File: config.mk
export PLATFORM = sky130hd
export DESIGN_NAME = rle_stream_arb_flat
export DESIGN_NICKNAME = d
export VERILOG_FILES = /design/src/rtl/rle_stream_arb_if.sv /design/src/rtl/rle_stream_arb.sv /design/src/flat_wrapper.sv
export SDC_FILE = /design/constraint.sdc
export NUM_CORES = 1
export LEC_CHECK = 0
export CORE_MARGIN = 2
export CORE_UTILIZATION = 54
export DETAILED_ROUTE_END_ITERATION = 8
export PLACE_DENSITY = 0.86
export SYNTH_ARGS = -nofsm -noshare
export SYNTH_HDL_FRONTEND = slang
export SYNTH_SLANG_ARGS = --single-unit
File: constraint.sdc
create_clock -name clk -period 6.8 [get_ports clk]
set_clock_uncertainty 0.05 [all_clocks]
set_input_delay 0.68 -clock clk [delete_from_list [all_inputs] [get_ports clk]]
set_output_delay 0.68 -clock clk [all_outputs]
set_load 0.03 [all_outputs]
File: src/rtl/rle_stream_arb_if.sv
// rtl/rle_stream_arb_if.sv - FIFO-pair and encoder handshake bundle for rle_stream_arb
// master = arbiter side, slave = FIFO/encoder side.
interface rle_stream_arb_if;
  logic       recv_ready0;
  logic       recv_ready1;
  logic [7:0] in_data0;
  logic [7:0] in_data1;
  logic       eos0;
  logic       eos1;
  logic       rd_req0;
  logic       rd_req1;
  logic       enc_recv_ready;
  logic [7:0] enc_in_data;
  logic       enc_end_of_stream;
  logic       enc_rd_req;
  logic       enc_wr_req;

  modport master (
    input  recv_ready0, recv_ready1, in_data0, in_data1, eos0, eos1,
    input  enc_rd_req, enc_wr_req,
    output rd_req0, rd_req1, enc_recv_ready, enc_in_data, enc_end_of_stream
  );

  modport slave (
    output recv_ready0, recv_ready1, in_data0, in_data1, eos0, eos1,
    output enc_rd_req, enc_wr_req,
    input  rd_req0, rd_req1, enc_recv_ready, enc_in_data, enc_end_of_stream
  );
endinterface

File: src/rtl/rle_stream_arb.sv
// rtl/rle_stream_arb.sv - two-FIFO whole-stream arbiter in front of one rle_enc
// Grants complete streams round-robin, flushes the encoder, then waits for its final token.
module rle_stream_arb #(
  parameter int LEN_W   = 16,
  parameter int TIMEOUT = 16
) (
  input  logic               clk,
  input  logic               rst,
  rle_stream_arb_if.master   bus,
  output logic               busy,
  output logic               grant,
  output logic               done,
  output logic [LEN_W-1:0]   stream_len,
  output logic               timed_out
);

  localparam int TMR_W = $clog2(TIMEOUT + 1);

  typedef enum logic [1:0] {IDLE, ACTIVE, FLUSH, WAIT} state_t;

  state_t           state;
  state_t           state_nxt;
  logic             ptr;
  logic             wr_seen;
  logic [LEN_W-1:0] count;
  logic [TMR_W-1:0] timer;

  logic       any_ready;
  logic       sel_ready;
  logic       sel_eos;
  logic [7:0] sel_data;
  logic       grant_nxt;
  logic       accept;
  logic       exit_by_wr;
  logic       wait_exit;

  assign any_ready  = bus.recv_ready0 || bus.recv_ready1;
  assign sel_ready  = grant ? bus.recv_ready1 : bus.recv_ready0;
  assign sel_eos    = grant ? bus.eos1       : bus.eos0;
  assign sel_data   = grant ? bus.in_data1   : bus.in_data0;
  // Contention goes to the pointer; otherwise whichever FIFO has data.
  assign grant_nxt  = (bus.recv_ready0 && bus.recv_ready1) ? ptr : bus.recv_ready1;
  assign accept     = (state == ACTIVE) && bus.enc_rd_req && sel_ready;
  // A write seen during FLUSH is remembered so WAIT leaves after its first cycle.
  assign exit_by_wr = wr_seen || bus.enc_wr_req;
  assign wait_exit  = (state == WAIT) && (exit_by_wr || (timer == TMR_W'(TIMEOUT)));

  always_ff @(posedge clk or posedge rst) begin
    if (rst) begin
      state <= IDLE;
    end else begin
      state <= state_nxt;
    end
  end

  always_comb begin
    state_nxt = state;
    case (state)
      IDLE:    if (any_ready) state_nxt = ACTIVE;
      ACTIVE:  if (accept && sel_eos) state_nxt = FLUSH;
      FLUSH:   state_nxt = WAIT;
      WAIT:    if (wait_exit) state_nxt = IDLE;
      default: state_nxt = IDLE;
    endcase
  end

  always_comb begin
    bus.rd_req0           = 1'b0;
    bus.rd_req1           = 1'b0;
    bus.enc_recv_ready    = 1'b0;
    bus.enc_in_data       = 8'h00;
    bus.enc_end_of_stream = 1'b0;
    busy                  = (state != IDLE);
    case (state)
      ACTIVE: begin
        bus.enc_recv_ready = sel_ready;
        bus.enc_in_data    = sel_data;
        bus.rd_req0        = !grant && bus.enc_rd_req && bus.recv_ready0;
        bus.rd_req1        =  grant && bus.enc_rd_req && bus.recv_ready1;
      end
      FLUSH:   bus.enc_end_of_stream = 1'b1;
      default: ;
    endcase
  end

  always_ff @(posedge clk or posedge rst) begin
    if (rst) begin
      grant      <= 1'b0;
      ptr        <= 1'b0;
      count      <= '0;
      timer      <= '0;
      wr_seen    <= 1'b0;
      done       <= 1'b0;
      stream_len <= '0;
      timed_out  <= 1'b0;
    end else begin
      done <= wait_exit;
      if ((state == IDLE) && any_ready) begin
        grant <= grant_nxt;
      end
      if (accept && (count != '1)) begin
        count <= count + LEN_W'(1);
      end
      if (state == FLUSH) begin
        wr_seen <= bus.enc_wr_req;
        timer   <= TMR_W'(1);
      end else if (wait_exit) begin
        stream_len <= count;
        timed_out  <= !exit_by_wr;
        ptr        <= ~grant;
        count      <= '0;
        timer      <= '0;
        wr_seen    <= 1'b0;
      end else if (state == WAIT) begin
        timer <= timer + TMR_W'(1);
      end
    end
  end

endmodule
File: src/flat_wrapper.sv
// flat-port wrapper written by rule: the top's interface ports become plain ports
module rle_stream_arb_flat 
#(
  parameter int LEN_W   = 16,
  parameter int TIMEOUT = 16
)
  (clk, rst, busy, grant, done, stream_len, timed_out, bus_recv_ready0, bus_recv_ready1, bus_in_data0, bus_in_data1, bus_eos0, bus_eos1, bus_enc_rd_req, bus_enc_wr_req, bus_rd_req0, bus_rd_req1, bus_enc_recv_ready, bus_enc_in_data, bus_enc_end_of_stream);
  rle_stream_arb_if bus_i ();
  input  logic clk;
  input  logic rst;
  output logic busy;
  output logic grant;
  output logic done;
  output logic [LEN_W-1:0] stream_len;
  output logic timed_out;
  input wire logic [$bits(bus_i.recv_ready0)-1:0] bus_recv_ready0;
  input wire logic [$bits(bus_i.recv_ready1)-1:0] bus_recv_ready1;
  input wire logic [$bits(bus_i.in_data0)-1:0] bus_in_data0;
  input wire logic [$bits(bus_i.in_data1)-1:0] bus_in_data1;
  input wire logic [$bits(bus_i.eos0)-1:0] bus_eos0;
  input wire logic [$bits(bus_i.eos1)-1:0] bus_eos1;
  input wire logic [$bits(bus_i.enc_rd_req)-1:0] bus_enc_rd_req;
  input wire logic [$bits(bus_i.enc_wr_req)-1:0] bus_enc_wr_req;
  output wire logic [$bits(bus_i.rd_req0)-1:0] bus_rd_req0;
  output wire logic [$bits(bus_i.rd_req1)-1:0] bus_rd_req1;
  output wire logic [$bits(bus_i.enc_recv_ready)-1:0] bus_enc_recv_ready;
  output wire logic [$bits(bus_i.enc_in_data)-1:0] bus_enc_in_data;
  output wire logic [$bits(bus_i.enc_end_of_stream)-1:0] bus_enc_end_of_stream;
  assign bus_i.recv_ready0 = bus_recv_ready0;
  assign bus_i.recv_ready1 = bus_recv_ready1;
  assign bus_i.in_data0 = bus_in_data0;
  assign bus_i.in_data1 = bus_in_data1;
  assign bus_i.eos0 = bus_eos0;
  assign bus_i.eos1 = bus_eos1;
  assign bus_i.enc_rd_req = bus_enc_rd_req;
  assign bus_i.enc_wr_req = bus_enc_wr_req;
  assign bus_rd_req0 = bus_i.rd_req0;
  assign bus_rd_req1 = bus_i.rd_req1;
  assign bus_enc_recv_ready = bus_i.enc_recv_ready;
  assign bus_enc_in_data = bus_i.enc_in_data;
  assign bus_enc_end_of_stream = bus_i.enc_end_of_stream;
  rle_stream_arb #(.LEN_W(LEN_W), .TIMEOUT(TIMEOUT)) u_core (.clk(clk), .rst(rst), .bus(bus_i), .busy(busy), .grant(grant), .done(done), .stream_len(stream_len), .timed_out(timed_out));
endmodule
==> results of run 1 <==
[power breakdown]
part / total (mW) / internal (mW) / switching [mW]
clock network: 0.197 / 0.109 / 0.0886
logic: 0.398 / 0.175 / 0.224
registers: 0.343 / 0.295 / 0.0472
total: 0.938 / 0.579 / 0.360
[per-stage QoR]
stage | hold slack, ns | utilization
6_report | 0.448 | 0.715
5_1_grt | 0.486 | 0.715
4_1_cts | 0.456 | 0.715
3_5_place_dp | 0.426 | 0.689
3_3_place_gp | 0.422 | 0.689
2_1_floorplan | 0.400 | -
[area by class of cell]
class	instances	area, µm²
fill	327	1220
multi-input combinational	163	1180
sequential	44	1100
timing repair buffer	57	566
clock buffer	5	68.8
tap	52	65.1
inverter	12	45.0
clock inverter	3	42.5
[state kept, by name (all words and copies together), names as in the netlist]
register and flops:
u_core.stream_len 16, u_core.grant 1, u_core.state 2, u_core.count 16
u_core.ptr 1, u_core.wr_seen 1, u_core.timer 5, u_core.done 1
u_core.timed_out 1
[synthesized netlist by cell type (2+ instances only)]
| cell | count |
|---|---|
| sky130_fd_sc_hd__dfrtp_1 | 44 |
| sky130_fd_sc_hd__a21oi_1 | 18 |
| sky130_fd_sc_hd__mux2_2 | 16 |
| sky130_fd_sc_hd__nand2_1 | 15 |
| sky130_fd_sc_hd__inv_1 | 12 |
| sky130_fd_sc_hd__mux2i_1 | 12 |
| sky130_fd_sc_hd__o21ai_0 | 11 |
| sky130_fd_sc_hd__or4_1 | 11 |
| sky130_fd_sc_hd__nand3_1 | 10 |
| sky130_fd_sc_hd__clkbuf_1 | 9 |
| sky130_fd_sc_hd__o31ai_1 | 9 |
| sky130_fd_sc_hd__nor2b_1 | 8 |
| sky130_fd_sc_hd__ha_1 | 7 |
| sky130_fd_sc_hd__nand4_1 | 5 |
| sky130_fd_sc_hd__nor2_1 | 5 |
| sky130_fd_sc_hd__nor4_1 | 5 |
| sky130_fd_sc_hd__nor3_1 | 3 |
| sky130_fd_sc_hd__o41ai_1 | 3 |
| sky130_fd_sc_hd__or3_1 | 3 |
| sky130_fd_sc_hd__or3b_2 | 3 |
| sky130_fd_sc_hd__and3_1 | 2 |
| sky130_fd_sc_hd__and4_1 | 2 |
| sky130_fd_sc_hd__nand2b_1 | 2 |
| sky130_fd_sc_hd__o311ai_0 | 2 |
[worst max-delay path, delay by kind of cell (launching register included)]
family | cells | cell delay, ns
adders and majority gates | 1 | 0.36
buffers and inverters | 2 | 0.79
DFF | 1 | 0.42
and+or+nand+nor | 2 | 0.47
[layer usage]
| metal | GRT usage | vias up |
|---|---|---|
| li1 | - | 965 |
| met3 | 0.0548 | 6 |
| met1 | 0.287 | 975 |
| met2 | 0.335 | 53 |
| met5 | 0 | - |
| met4 | 0.0833 | 0 |
[final timing paths]
| check | from | end | slack [ns] |
|---|---|---|---|
| worst max-delay path | u_core.state[1] | bus_rd_req0 | 3.72 |
| worst min-delay path | u_core.stream_len[9] | u_core.stream_len[9] | 0.45 |
| worst max register to register | u_core.state[1] | u_core.count[7] | 4.21 |
| worst min register to register | u_core.stream_len[9] | u_core.stream_len[9] | 0.45 |
| max in group asynchronous | rst | u_core.count[3] | 5.55 |
| min in group asynchronous | rst | u_core.timer[2] | 0.76 |
[cell families after synthesis]
| group | after synthesis | share of synthesized area |
|---|---|---|
| adder cells (fa/ha/maj) | 7 | 0.0370 |
| AND/OR/NAND/NOR | 81 | 0.204 |
| multiplexers | 28 | 0.127 |
| buffers and inverters | 25 | 0.0423 |
| flip-flops | 44 | 0.465 |
| AO/OA/AOI/OAI | 47 | 0.125 |
==> metrics.txt, run 1 <==
outcome=finished clean; list of cells traversed by the critical path=inv_1, ha_1, nand2_1, nor3b_1, clkdlybuf4s50_1; min Tclk post-route=around 3.1 ns; crit path kind=reg -> out; power density cells=a little over 300 nW/µm²; number of buffer cells added on primary ports=between 50 and 60; initial standard-cell utilization of the core=0.552; residual overflow from global routing=0; dominant register cell in the synthesized netlist=sky130_fd_sc_hd__dfrtp_1; area delta synth->final=29.6%; RSZ-0062 raised after global routing=no; final sum of negative setup slack=0 ns; Least-Margin Pin Slew=1.25 ns; number of max-cap violations=0; setup slack after placement=about 3.8 ns; post-route non-filler standard cell count=336; Relative slew margins=0.158; global-route wire length before repair=between 8 and 9 mm; proportion of synthesized chip area in sequential cells=0.465; number of cells produced by synthesis=between 200 and 250; Setup Buffers After CTS=0; total length of routed wires=roughly 5 mm; maximum root-to-sink buffer count=2; DIE WIDTH=70.2 µm; number of hold buffers added after CTS=0; Pre-Repair DR Iteration Count=4; critical path peak fanout=13; total DRC errors in the routed layout=0; total count of hold-check failures in the final report=0; required time at the endpoint of the critical path=6.07 ns; die area=about 4900 µm²; violation count after the first detailed-route iteration=86; total chip power=~0.94 mW; routed length on met3=approximately 270 µm; Clock Sinks=between 40 and 50; antenna violations before repair=0; pin count of the biggest net entering global routing=45; via count normalized by instance count=5.95; leading cell types in the layout, fill and taps excluded=55 x sky130_fd_sc_hd__clkdlybuf4s50_1, 44 x sky130_fd_sc_hd__dfrtp_1, 18 x sky130_fd_sc_hd__a21oi_1, 16 x sky130_fd_sc_hd__mux2_2, 15 x sky130_fd_sc_hd__nand2_1; number of cells on the worst hold path=2; cell type contributing the most total cell area after synthesis=sky130_fd_sc_hd__dfrtp_1; cell types with the largest area share after synthesis=sky130_fd_sc_hd__dfrtp_1 46%, sky130_fd_sc_hd__mux2_2 7.6%, sky130_fd_sc_hd__mux2i_1 5.1%, sky130_fd_sc_hd__a21oi_1 3.8%, sky130_fd_sc_hd__ha_1 3.7%; min-delay worst type=reg -> reg; Floorplan Core Area=between 4000 and 5000 µm²; Routed met2 length=between 2 and 2.5 mm; VDD IR-drop max=around 0.14 mV; Clock transition at path regs=0.09 ns; average cell area after synthesis=~10 µm²; Synthesis Warnings=0; antenna-violating nets left=0; final worst path period share=0.453; vertical die dimension=roughly 70 µm; sum of net half-perimeters after detailed placement=3.52 mm; Root Buffer Master=sky130_fd_sc_hd__clkbuf_8; Static Leakage=around 1.3 nW; Critical Path Slowest Stage Cell=sky130_fd_sc_hd__clkdlybuf4s50_1; unique cell type count in the Yosys netlist=39; Placer Congestion=between 0.8 and 0.9; flip-flop and latch count after synthesis=44; EDFF count, synth=0; routed metal-1 wire length=approximately 2.3 mm; Placed Cells=~330; number of setup violations in the final report=0; IO Count=56; post-route setup slack=about 3.7 ns; Cell Area, Synth=around 2400 µm²; share of cells above drive strength 1=0.120; clock network latency to the later pin of the worst-skew pair=roughly 0.30 ns; overall track demand over capacity in global routing=0.215; proportion of synthesized flip-flops having asynchronous set or reset=1.00; total CTS buffers=5; post-route standard cell area excluding fillers=3070 µm²; vias in the first global route=1903; Post-Place Cell Area=a little under 3000 µm²; uppermost metal layer occupied by signal nets=met4; H-Tree Depth=2; type of destination of the critical path=output pin; critical path arrival=approximately 2.4 ns; ANT cells=0; DR vias=1999; f_max=~320 MHz; most common cell after layout, fill and taps aside=sky130_fd_sc_hd__clkdlybuf4s50_1; CTS tree=done; number of instances resized during post-cts repair=0; post-detailed-route wirelength per cell=about 15 µm; number of nets in the final layout=314; share of Yosys cell area claimed by the top area cell type=0.465; type of element launching the critical path=register; max-slew violation total from the final report=0; R2R cell count=6; syn_nets=~260; largest incremental delay on the critical path=approximately 0.70 ns; Cell Rows=24
(Power assumes the default switching activity.)
==> inputs of run 2 (changes only) <==
- CORE_UTILIZATION: 54 -> 45
- PLACE_DENSITY: 0.86 -> 0.76
- clock period: 6.8 -> 2.7 ns (I/O delays scaled with it)
==> metrics.txt, run 2 (synthesis gave the netlist of run 1 again) <==
number of nets in the final layout=320 (+1.9%); vertical die dimension=76.6 µm (+9.0%); list of cells traversed by the critical path=inv_1, ha_1, nand2_1, nor3b_1, clkdlybuf4s50_1; vias in the first global route=1936 (+1.7%); CTS tree=done; area delta synth->final=31.2%; Relative slew margins=0.601 (+0.443); H-Tree Depth=2 (unchanged); post-route non-filler standard cell count=360 (+7.1%); min-delay worst type=in -> async; Reg2Reg Setup Slack=0.45 ns (-3.76 ns); number of hold buffers added after CTS=0 (unchanged); share of cells above drive strength 1=0.128 (+0.00787); number of instances resized during post-cts repair=0 (unchanged); DR vias=2040 (+2.1%); most common cell after layout, fill and taps aside=sky130_fd_sc_hd__clkdlybuf4s50_1; critical path peak fanout=5 (-8); final sum of negative setup slack=0 ns (unchanged); maximum root-to-sink buffer count=2 (unchanged); type of destination of the critical path=output pin; Clock transition at path regs=0.09 ns (about the same); ANT cells=0 (unchanged); IO Count=56 (unchanged); post-detailed-route wirelength per cell=14.9 µm (+0.15%); number of setup violations in the final report=0 (unchanged); min Tclk post-route=2.37 ns; proportion of total power due to net switching=0.397 (+0.0140); Placed Cells=352 (+7.3%); violation count after the first detailed-route iteration=101 (+17%); Least-Margin Pin Slew=0.592 ns (-0.661 ns); clock network latency to the later pin of the worst-skew pair=0.30 ns (about the same); Floorplan Core Area=5110 µm² (+19%); Root Buffer Master=sky130_fd_sc_hd__clkbuf_8; RSZ-0062 raised after global routing=no; critical path arrival=2.05 ns (-0.30 ns); Internal Dissipation=1.40 mW (+140%); sum of net half-perimeters after detailed placement=3.84 mm (+9.2%); total length of routed wires=5.35 mm (+7.3%); f_max=~420 MHz; type of element launching the critical path=register; Cell Rows=26 (+8.3%); leading cell types in the layout, fill and taps excluded=55 x sky130_fd_sc_hd__clkdlybuf4s50_1, 44 x sky130_fd_sc_hd__dfrtp_1, 18 x sky130_fd_sc_hd__a21oi_1, 16 x sky130_fd_sc_hd__mux2_2, 15 x sky130_fd_sc_hd__nand2_1; Critical Path Slowest Stage Cell=sky130_fd_sc_hd__clkdlybuf4s50_1; outcome=finished clean; required time at the endpoint of the critical path=2.38 ns (-3.69 ns); total count of hold-check failures in the final report=0 (unchanged); final design utilization=0.608 (-0.107); initial standard-cell utilization of the core=0.464 (-0.0878); DIE WIDTH=76.6 µm (+9.0%); residual overflow from global routing=0 (unchanged); total DRC errors in the routed layout=0 (unchanged); pin count of the biggest net entering global routing=45 (unchanged); Static Leakage=1.28 nW (+1.3%); total chip power=2.31 mW (+150%); Clk network pwr share=0.178 (-0.032); VDD IR-drop max=0.336 mV (+140%); Clock Sinks=44 (unchanged); final worst path period share=0.879; die area=5860 µm² (+19%); Placer Congestion=0.809 (-5.5%); antenna-violating nets left=0 (unchanged); crit path kind=reg -> out; fraction of power consumed by sequential logic=0.358 (-0.007); Pre-Repair DR Iteration Count=4 (unchanged); via count normalized by instance count=5.67 (-4.8%); antenna violations before repair=0 (unchanged); setup slack after placement=0.243 ns (-3.59 ns); max-slew violation total from the final report=0 (unchanged); overall track demand over capacity in global routing=0.192 (-0.0224); logic gate share of total power=0.464 (+0.039); largest registers=u_core.count: 16 flops, u_core.stream_len: 16 flops, u_core.timer: 5 flops; number of max-cap violations=0 (unchanged); power density cells=745 nW/µm² (+140%); post-route setup slack=0.328 ns (-3.39 ns); Setup Buffers After CTS=0 (unchanged); largest incremental delay on the critical path=0.72 ns (+0.02 ns); number of buffer cells added on primary ports=55 (unchanged); global-route wire length before repair=9.27 mm (+8.5%); Net Sw Power=0.919 mW (+160%); total CTS buffers=5 (unchanged)
[run 2: critical path, delay by kind of cell, from the launching register on]
family | cells | cell delay, ns
AND/OR/NAND/NOR | 2 | 0.37
adder cells (fa/ha/maj) | 1 | 0.16
flip-flops | 1 | 0.41
buffers and inverters | 2 | 0.81
[run 2: through the flow]
stage / area [µm²] / hold slack [ns]
after global placement: 3020 / 0.431
after global routing: 3110 / 0.446
after floorplan: 2370 / 0.324
after CTS: 3110 / 0.376
after detailed placement: 3020 / 0.426
final: 3110 / 0.347
[run 2: metal layers]
metal | global-route usage | wire (µm) | vias to the layer above
met2 | 0.319 | 2590 | 55
met1 | 0.251 | 2400 | 1002
met4 | 0.0473 | 48 | 0
li1 | - | - | 977
met5 | 0 | 0 | -
met3 | 0.0521 | 307 | 6
[run 2: worst paths after layout]
| kind | cells after the start | start | to |
|---|---|---|---|
| setup / recovery | 5 | u_core.state[1] | bus_rd_req0 |
| hold reg to reg | 2 | u_core.ptr | u_core.ptr |
| max in group asynchronous | 3 | rst | u_core.stream_len[1] |
| setup reg to reg | 6 | u_core.state[1] | u_core.count[7] |
| min in group clk | 2 | u_core.ptr | u_core.ptr |
| hold / removal | 3 | rst | u_core.done |
[run 2: area by class of cell]
class,instances,area [µm²]
flip-flops and latches,44,1100
clock buffers,7,76.3
inverters,12,45.0
fillers,476,2000
well taps,70,87.6
repair buffers,63,611
multi-input cells,163,1180
clock inverters,1,8.76
[run 2: power groups by stage]
stage | Combinational (mW) | Clock, mW | Sequential (mW)
5_1_grt | 1.18 | 0.448 | 0.842
3_3_place_gp | 1.06 | 0 | 0.838
6_report | 1.07 | 0.413 | 0.829
3_5_place_dp | 1.08 | 0 | 0.842
4_1_cts | 1.08 | 0.421 | 0.828
2_1_floorplan | 0.680 | 0 | 0.868
==> inputs of run 3 (changes only) <==
- CTS_CLUSTER_SIZE: unset -> 28
==> results of run 3 <==
Final layout, timing and power as in run 2 (identical DEF).
